File: config.mk
export PLATFORM = sky130hd
export DESIGN_NAME = l1_dcache_flat
export DESIGN_NICKNAME = d
export VERILOG_FILES = /design/src/rtl/dsd_cache_pkg.sv /design/src/rtl/l1_dcache_if.sv /design/src/rtl/l1_dcache_tag_array.sv /design/src/rtl/l1_dcache.sv /design/src/flat_wrapper.sv
export SDC_FILE = /design/constraint.sdc
export NUM_CORES = 2
export LEC_CHECK = 0
export BUFFER_PORTS_ARGS = -buffer_cell sky130_fd_sc_hd__buf_2
export CAP_MARGIN = 20
export CORE_MARGIN = 4
export CORE_UTILIZATION = 35
export CTS_CLUSTER_SIZE = 40
export DETAILED_ROUTE_END_ITERATION = 12
export GPL_ROUTABILITY_DRIVEN = 0
export PLACE_DENSITY = 0.64
export SLEW_MARGIN = 20
export SYNTH_ARGS = -nofsm -noshare
export SYNTH_HDL_FRONTEND = slang
export SYNTH_SLANG_ARGS = --single-unit
export TNS_END_PERCENT = 10
File: constraint.sdc
create_clock -name clk -period 11.86 [get_ports clk]
set_input_delay 2.372 -clock clk [delete_from_list [all_inputs] [get_ports clk]]
set_output_delay 2.372 -clock clk [all_outputs]
set_load 0.005 [all_outputs]
File: src/rtl/dsd_cache_pkg.sv
// Shared cache definitions: block/word geometry, cache FSM encoding and word helpers.
// Both the d-side and i-side L1 caches use this package.
package dsd_cache_pkg;

  localparam int BLK_W   = 128;
  localparam int WORD_W  = 32;
  localparam int BADDR_W = 28;

  typedef enum logic [1:0] {
    IDLE,
    WRITE_BACK,
    ALLOCATE,
    FILL
  } cache_state_t;

  // Extract word 'off' from a block; word 0 sits in the low bits.
  function automatic logic [WORD_W-1:0] blk_word(input logic [BLK_W-1:0] blk,
                                                 input logic [1:0] off);
    return blk[off*WORD_W +: WORD_W];
  endfunction

  // Return the block with word 'off' replaced by 'word'.
  function automatic logic [BLK_W-1:0] blk_merge(input logic [BLK_W-1:0] blk,
                                                 input logic [1:0] off,
                                                 input logic [WORD_W-1:0] word);
    logic [BLK_W-1:0] res;
    res = blk;
    res[off*WORD_W +: WORD_W] = word;
    return res;
  endfunction

endpackage

File: src/rtl/l1_dcache_if.sv
// Processor data port and L2 d-side port of the L1 data cache.
// The cache uses the slave modport; the processor/L2 side uses master.
interface l1_dcache_if
  import dsd_cache_pkg::*;
#(
  parameter int PADDR_W = 30
);
  logic               proc_read;
  logic               proc_write;
  logic [PADDR_W-1:0] proc_addr;
  logic [WORD_W-1:0]  proc_wdata;
  logic [WORD_W-1:0]  proc_rdata;
  logic               proc_stall;
  logic               l2_read;
  logic               l2_write;
  logic [PADDR_W-3:0] l2_addr;
  logic [BLK_W-1:0]   l2_wdata;
  logic [BLK_W-1:0]   l2_rdata;
  logic               l2_ready;

  modport slave (
    input  proc_read, proc_write, proc_addr, proc_wdata, l2_rdata, l2_ready,
    output proc_rdata, proc_stall, l2_read, l2_write, l2_addr, l2_wdata
  );

  modport master (
    output proc_read, proc_write, proc_addr, proc_wdata, l2_rdata, l2_ready,
    input  proc_rdata, proc_stall, l2_read, l2_write, l2_addr, l2_wdata
  );

endinterface

File: src/rtl/l1_dcache_tag_array.sv
// Valid/dirty/tag storage for a direct-mapped cache with a combinational
// lookup of the indexed entry. Valid and dirty reset asynchronously; tags do
// not need a reset because they are qualified by valid.
module l1_tag_array #(
  parameter int NUM_BLK = 8,
  parameter int TAG_W   = 25
) (
  input  logic                       clk,
  input  logic                       rst,
  input  logic [$clog2(NUM_BLK)-1:0] idx,
  input  logic [TAG_W-1:0]           tag,
  input  logic                       fill_en,
  input  logic                       dirty_set,
  output logic                       hit,
  output logic                       blk_valid,
  output logic                       blk_dirty,
  output logic [TAG_W-1:0]           blk_tag
);

  logic [NUM_BLK-1:0] valid_q;
  logic [NUM_BLK-1:0] dirty_q;
  logic [TAG_W-1:0]   tag_mem [NUM_BLK];

  // Status bits: a fill makes the entry valid and clean, a write hit marks it dirty.
  always_ff @(posedge clk or posedge rst) begin
    if (rst) begin
      valid_q <= '0;
      dirty_q <= '0;
    end else if (fill_en) begin
      valid_q[idx] <= 1'b1;
      dirty_q[idx] <= 1'b0;
    end else if (dirty_set) begin
      dirty_q[idx] <= 1'b1;
    end
  end

  // Tag storage, written only when a new block is installed.
  always_ff @(posedge clk) begin
    if (fill_en) begin
      tag_mem[idx] <= tag;
    end
  end

  assign blk_valid = valid_q[idx];
  assign blk_dirty = dirty_q[idx];
  assign blk_tag   = tag_mem[idx];
  assign hit       = blk_valid && (blk_tag == tag);

endmodule

File: src/rtl/l1_dcache.sv
// Direct-mapped, write-back, write-allocate L1 data cache. Hits complete in
// the request cycle; misses stall the processor while the victim is written
// back (if dirty) and the block is fetched from L2. All L2-side outputs are
// registered so there is no combinational path from the processor to L2.
module l1_dcache
  import dsd_cache_pkg::*;
#(
  parameter int NUM_BLK = 8,
  parameter int PADDR_W = 30
) (
  input  logic       clk,
  input  logic       proc_reset,
  l1_dcache_if.slave bus
);

  localparam int IDX_W = $clog2(NUM_BLK);
  localparam int BA_W  = PADDR_W - 2;
  localparam int TAG_W = BA_W - IDX_W;

  logic [IDX_W-1:0] idx;
  logic [TAG_W-1:0] tag;
  logic [1:0]       off;
  logic             req;
  logic             hit;
  logic             blk_valid;
  logic             blk_dirty;
  logic [TAG_W-1:0] blk_tag;
  logic             fill_en;
  logic             wr_hit;

  cache_state_t state_q;
  cache_state_t state_d;

  logic [BLK_W-1:0] data_mem [NUM_BLK];

  logic             l2_read_q;
  logic             l2_write_q;
  logic [BA_W-1:0]  l2_addr_q;
  logic [BLK_W-1:0] l2_wdata_q;

  assign idx = bus.proc_addr[IDX_W+1:2];
  assign tag = bus.proc_addr[PADDR_W-1:IDX_W+2];
  assign off = bus.proc_addr[1:0];
  assign req = bus.proc_read | bus.proc_write;

  l1_tag_array #(
    .NUM_BLK(NUM_BLK),
    .TAG_W  (TAG_W)
  ) u_tags (
    .clk      (clk),
    .rst      (proc_reset),
    .idx      (idx),
    .tag      (tag),
    .fill_en  (fill_en),
    .dirty_set(wr_hit),
    .hit      (hit),
    .blk_valid(blk_valid),
    .blk_dirty(blk_dirty),
    .blk_tag  (blk_tag)
  );

  // Stall is held low during reset so an aborted miss releases the processor at once.
  assign bus.proc_stall = req & ~proc_reset & ~((state_q == IDLE) & hit);
  // Invalid blocks read as zero, which also gives a defined value out of reset.
  assign bus.proc_rdata = blk_valid ? blk_word(data_mem[idx], off) : '0;

  // Miss-handling state register.
  always_ff @(posedge clk or posedge proc_reset) begin
    if (proc_reset) begin
      state_q <= IDLE;
    end else begin
      state_q <= state_d;
    end
  end

  // Next state plus fill and write-hit strobes; l2_ready outside WRITE_BACK/ALLOCATE is ignored.
  always_comb begin
    state_d = state_q;
    fill_en = 1'b0;
    wr_hit  = 1'b0;
    case (state_q)
      IDLE: begin
        if (req) begin
          if (hit) begin
            wr_hit = bus.proc_write;
          end else if (blk_dirty) begin
            state_d = WRITE_BACK;
          end else begin
            state_d = ALLOCATE;
          end
        end
      end
      WRITE_BACK: begin
        if (bus.l2_ready) begin
          state_d = ALLOCATE;
        end
      end
      ALLOCATE: begin
        if (bus.l2_ready) begin
          state_d = FILL;
        end
      end
      FILL: begin
        fill_en = 1'b1;
        state_d = IDLE;
      end
      default: state_d = IDLE;
    endcase
  end

  // Data array: whole-block install on fill, single-word merge on a write hit.
  always_ff @(posedge clk) begin
    if (fill_en) begin
      data_mem[idx] <= bus.l2_rdata;
    end else if (wr_hit) begin
      data_mem[idx] <= blk_merge(data_mem[idx], off, bus.proc_wdata);
    end
  end

  // L2 request registers follow the next state, so requests drop the cycle after l2_ready.
  always_ff @(posedge clk or posedge proc_reset) begin
    if (proc_reset) begin
      l2_read_q  <= 1'b0;
      l2_write_q <= 1'b0;
      l2_addr_q  <= '0;
      l2_wdata_q <= '0;
    end else begin
      l2_read_q  <= (state_d == ALLOCATE);
      l2_write_q <= (state_d == WRITE_BACK);
      if ((state_q == IDLE) && (state_d == WRITE_BACK)) begin
        l2_addr_q  <= {blk_tag, idx};
        l2_wdata_q <= data_mem[idx];
      end else if ((state_q != ALLOCATE) && (state_d == ALLOCATE)) begin
        l2_addr_q  <= bus.proc_addr[PADDR_W-1:2];
      end
    end
  end

  assign bus.l2_read  = l2_read_q;
  assign bus.l2_write = l2_write_q;
  assign bus.l2_addr  = l2_addr_q;
  assign bus.l2_wdata = l2_wdata_q;

endmodule

File: src/flat_wrapper.sv
// flat-port wrapper written by rule: the top's interface ports become plain ports
module l1_dcache_flat import dsd_cache_pkg::*;
#(
  parameter int NUM_BLK = 8,
  parameter int PADDR_W = 30
)
  (clk, proc_reset, bus_proc_read, bus_proc_write, bus_proc_addr, bus_proc_wdata, bus_l2_rdata, bus_l2_ready, bus_proc_rdata, bus_proc_stall, bus_l2_read, bus_l2_write, bus_l2_addr, bus_l2_wdata);
  l1_dcache_if #(.PADDR_W(PADDR_W)) bus_i ();
  input  logic clk;
  input  logic proc_reset;
  input wire logic [$bits(bus_i.proc_read)-1:0] bus_proc_read;
  input wire logic [$bits(bus_i.proc_write)-1:0] bus_proc_write;
  input wire logic [$bits(bus_i.proc_addr)-1:0] bus_proc_addr;
  input wire logic [$bits(bus_i.proc_wdata)-1:0] bus_proc_wdata;
  input wire logic [$bits(bus_i.l2_rdata)-1:0] bus_l2_rdata;
  input wire logic [$bits(bus_i.l2_ready)-1:0] bus_l2_ready;
  output wire logic [$bits(bus_i.proc_rdata)-1:0] bus_proc_rdata;
  output wire logic [$bits(bus_i.proc_stall)-1:0] bus_proc_stall;
  output wire logic [$bits(bus_i.l2_read)-1:0] bus_l2_read;
  output wire logic [$bits(bus_i.l2_write)-1:0] bus_l2_write;
  output wire logic [$bits(bus_i.l2_addr)-1:0] bus_l2_addr;
  output wire logic [$bits(bus_i.l2_wdata)-1:0] bus_l2_wdata;
  assign bus_i.proc_read = bus_proc_read;
  assign bus_i.proc_write = bus_proc_write;
  assign bus_i.proc_addr = bus_proc_addr;
  assign bus_i.proc_wdata = bus_proc_wdata;
  assign bus_i.l2_rdata = bus_l2_rdata;
  assign bus_i.l2_ready = bus_l2_ready;
  assign bus_proc_rdata = bus_i.proc_rdata;
  assign bus_proc_stall = bus_i.proc_stall;
  assign bus_l2_read = bus_i.l2_read;
  assign bus_l2_write = bus_i.l2_write;
  assign bus_l2_addr = bus_i.l2_addr;
  assign bus_l2_wdata = bus_i.l2_wdata;
  l1_dcache #(.NUM_BLK(NUM_BLK), .PADDR_W(PADDR_W)) u_core (.clk(clk), .proc_reset(proc_reset), .bus(bus_i));
endmodule
==> run_results.csv <==
group,metric,value,unit
run_status,status,"complete, no violations",
sta,setup_viol,0,
logic_synthesis,async_flop_share,12.6,%
setup_path,cp.arrival,6.69,ns
logic_synthesis,synth_area,56500,um2
drt,drc,0,
power_and_ir_drop,p_per_area,172,nW/um2
sta,period_needed,9.06,ns
drt,dr.pass1.iters,8,
sta,fin_skew,0.0262,ns
logic_synthesis,synth-seq-cells,1400,
floorplanning,rows,147,
logic_synthesis,syn_nets,3769,
power_and_ir_drop,p_int,8.44,mW
setup_path,end_kind,"primary output",
logic_synthesis,synth_area_leader_cell,"edfxtp_1",
logic_synthesis,yosysSeqAreaShare,72.8,%
logic_synthesis,yosys_warnings,0,
worst_hold_path,hold_class,"register to register",
floorplanning,dieArea,168000,um2
floorplanning,core_area,161000,um2
floorplanning,start_util,35.2,%
logic_synthesis,synth_cell_type_count,57,
drt,drt-vias-per-instance,5.95,
logic_synthesis,syn-instance-count,3569,
final_layout,layout.nets,4152,
setup_path,worstPathMaxFanout,37,
clock_network,cts_setup_buffers,0,
clock_network,insertion_delay,0.78,ns
floorplanning,num_io_pins,386,
global_route,grt_pass1_wl,279,mm
setup_path,path_class,"input port to primary output",
floorplanning,die_x,410,um
logic_synthesis,synth_top_area_share,65.0,%
floorplanning,die_h,410,um
clock_network,cts_hold_buffers,0,
global_route,grtUsageTotal,23.4,%
clock_network,ctsResizeCount,0,
drt,wl_per_cell,32.5,um
logic_synthesis,synth_ff_type,"edfxtp_1",
setup_path,critPathRequiredTime,9.49,ns
clock_network,cts_tree,"yes",
power_and_ir_drop,p_leak,22.4,nW
drt,dr.first_iter.drc_count,5642,
setup_path,startpoint_type,"input port",
power_and_ir_drop,p_switching,2.86,mW
placed_design,port_buffers,385,
final_layout,fillerInstances,14600,
placed_design,dp_hpwl,125,mm
clock_network,clockBufferDepth,3,
clock_network,cts-htree-levels,4,
clock_network,cts_root_buf,"clkbuf_16",
global_route,grt_max_degree,150,
sta,clock.fmax,0.110,GHz
drt,routed_wl,203,mm
final_layout,syn_to_final_growth,16.4,%
power_and_ir_drop,peakVddDrop,0.163,mV
sta,slew_headroom,21.1,%
clock_network,cts_sinks,1400,
sta,rsz0062_at_grt,"false",
logic_synthesis,synth.area.top_cells,"edfxtp_1 (65%), dfrtp_1 (7.8%), o21ai_0 (3.8%)",
power_and_ir_drop,comb_power_share,11.2,%
logic_synthesis,synth_edf_count,1224,
global_route,antenna_found_initial,40,
global_route,grt_pass1_vias,35200,
power_and_ir_drop,switching_share,25.3,%
power_and_ir_drop,power.share.clock,38.3,%
clock_network,cts_buffers,137,
drt,ant_nets,0,
clock_network,clk_pin_slew,0.06,ns
sta,finalCritPeriodShare,76.4,%
sta,worst_pin_slew,1.18,ns
run,drv_cap,0,
power_and_ir_drop,p_seq_share,50.5,%
sta,setup_tns,0,ns
final_layout,drive_gt1_share,24.0,%
drt,num_vias,37100,
global_route,grt_overflow,0,
sta,hold_viol_final,0,
logic_synthesis,syn_avg_cell_area,15.8,um2
power_and_ir_drop,p_total,11.3,mW
sta,final-max-slew-violation-count,0,
-- Yosys cell counts (28+ instances only) --
master,count
edfxtp_1,1224
mux2_1,126
buf_2,53
clkbuf_1,160
a22o_1,41
dfrtp_1,176
a21oi_1,110
mux2i_1,85
a22oi_1,167
and3_1,35
o21ai_0,428
inv_1,28
a221oi_1,105
nand2_1,182
nor2_1,129
mux2_2,118
mux4_2,83
o22ai_1,33
-- sequential cells by signal, indices dropped and copies added, names as in the netlist, named ones only --
signal,cells
u_core.bus.l2_wdata,128
u_core.data_mem,1024
u_core.u_tags.valid_q,8
u_core.bus.l2_write,1
u_core.bus.l2_read,1
u_core.u_tags.tag_mem,200
u_core.state_q,2
u_core.bus.l2_addr,28
-- final cells by class --
class / count / area (um2) / share of cell area (%)
Timing Repair Buffer: 504 / 3000 / 4.55
Sequential cell: 1400 / 41200 / 62.6
Clock buffer: 187 / 3940 / 5.98
Inverter: 30 / 120 / 0.183
Antenna cell: 13 / 32.5 / 0.0495
Tap cell: 2160 / 2700 / 4.11
Multi-Input combinational cell: 1879 / 14300 / 21.8
Clock inverter: 61 / 499 / 0.759
-- placed cells by master (no fill, tap or decap), types with 10 or more instances in the layout --
| master | count |
|---|---|
| clkbuf_1 | 26 |
| mux2i_1 | 83 |
| and4_1 | 17 |
| diode_2 | 13 |
| nand2_1 | 181 |
| clkbuf_16 | 144 |
| a21oi_1 | 105 |
| nor2_1 | 116 |
| buf_12 | 12 |
| buf_2 | 381 |
| clkinv_1 | 13 |
| and3_1 | 35 |
| a22o_1 | 41 |
| a311oi_1 | 10 |
| a221oi_1 | 105 |
| clkbuf_8 | 17 |
| a222oi_1 | 10 |
| o21ai_0 | 428 |
| mux2_2 | 118 |
| o311ai_0 | 15 |
| clkinv_2 | 25 |
| mux2_1 | 126 |
| inv_1 | 27 |
| edfxtp_1 | 1224 |
| or2_2 | 11 |
| a22oi_1 | 167 |
| or3_1 | 16 |
| o31ai_1 | 15 |
| mux4_2 | 83 |
| nand3_1 | 16 |
| o22ai_1 | 33 |
| nor3_1 | 11 |
| a31oi_1 | 18 |
| buf_4 | 108 |
| dfrtp_1 | 176 |
-- worst max-delay path, stage by stage --
cell      delay [ns]
buf_6           0.21
nand2b_1        0.38
buf_4           0.35
nor2_4          0.89
buf_4           0.46
buf_4           0.31
a22oi_1         0.12
nand4_1         0.17
mux4_2          0.39
and2_1          0.67
buf_2           0.25
-- layer usage --
| layer | GRT usage (%) | share of wire [%] | vias to the layer above | wire length [um] |
|---|---|---|---|---|
| met5 | 0.431 | 0.11 | - | 219 |
| met1 | 31.3 | 38 | 19000 | 76200 |
| met4 | 9.03 | 4.0 | 22 | 8190 |
| met2 | 34.1 | 43 | 2623 | 87700 |
| met3 | 9.48 | 15 | 399 | 30300 |
| li1 | - | - | 15000 | - |
-- stage by stage --
stage               cell area (um2)  hold WS [ns]  std cells  utilization (%)  setup slack (ns)
floorplan                     56500         0.434       3569                -             -2.87
global placement              61300         0.456       5973             38.2              2.84
detailed placement            61300         0.450       5973             38.2              2.89
CTS                           65700         0.479       6221             40.9              2.87
global route                  65700         0.485       6224             40.9              2.61
finish                        65800         0.471       6234             41.0              2.80
-- final timing paths --
kind,end,depth (start not counted),startpoint,slack (ns)
max,bus_proc_rdata[22],11,bus_proc_addr[2],2.80
min,u_core.u_tags.valid_q[0],1,u_core.u_tags.valid_q[0],0.47
max reg2reg,u_core.data_mem[3][62],10,u_core.u_tags.valid_q[6],6.42
min reg2reg,u_core.u_tags.valid_q[0],1,u_core.u_tags.valid_q[0],0.47
max in group asynchronous,u_core.bus.l2_wdata[50],3,proc_reset,8.66
min in group asynchronous,u_core.bus.l2_addr[11],2,proc_reset,1.68
-- cell families (layout without fill, tap and decap cells) --
| group | count (synthesis) | count (layout) | synth area share, % |
|---|---|---|---|
| and+or+nand+nor | 460 | 460 | 3.74 |
| xor gates and xnor gates | 9 | 9 | 0.139 |
| adders and majority gates | 5 | 5 | 0.111 |
| buffers and inverters | 290 | 782 | 2.32 |
| DFF | 1400 | 1400 | 72.8 |
| muxes | 412 | 412 | 9.68 |
| other | 0 | 13 | 0 |
| AOI/OAI and AO/OA | 993 | 993 | 11.2 |
-- power groups by stage --
stage,sequential [mW],combinational [mW],clock (mW)
2_1_floorplan,5.85,0.596,0
3_3_place_gp,5.80,1.23,0
3_5_place_dp,5.81,1.24,0
4_1_cts,5.71,1.25,4.36
5_1_grt,5.73,1.32,4.58
6_report,5.71,1.26,4.33
Power figures use the tool's default switching activity.
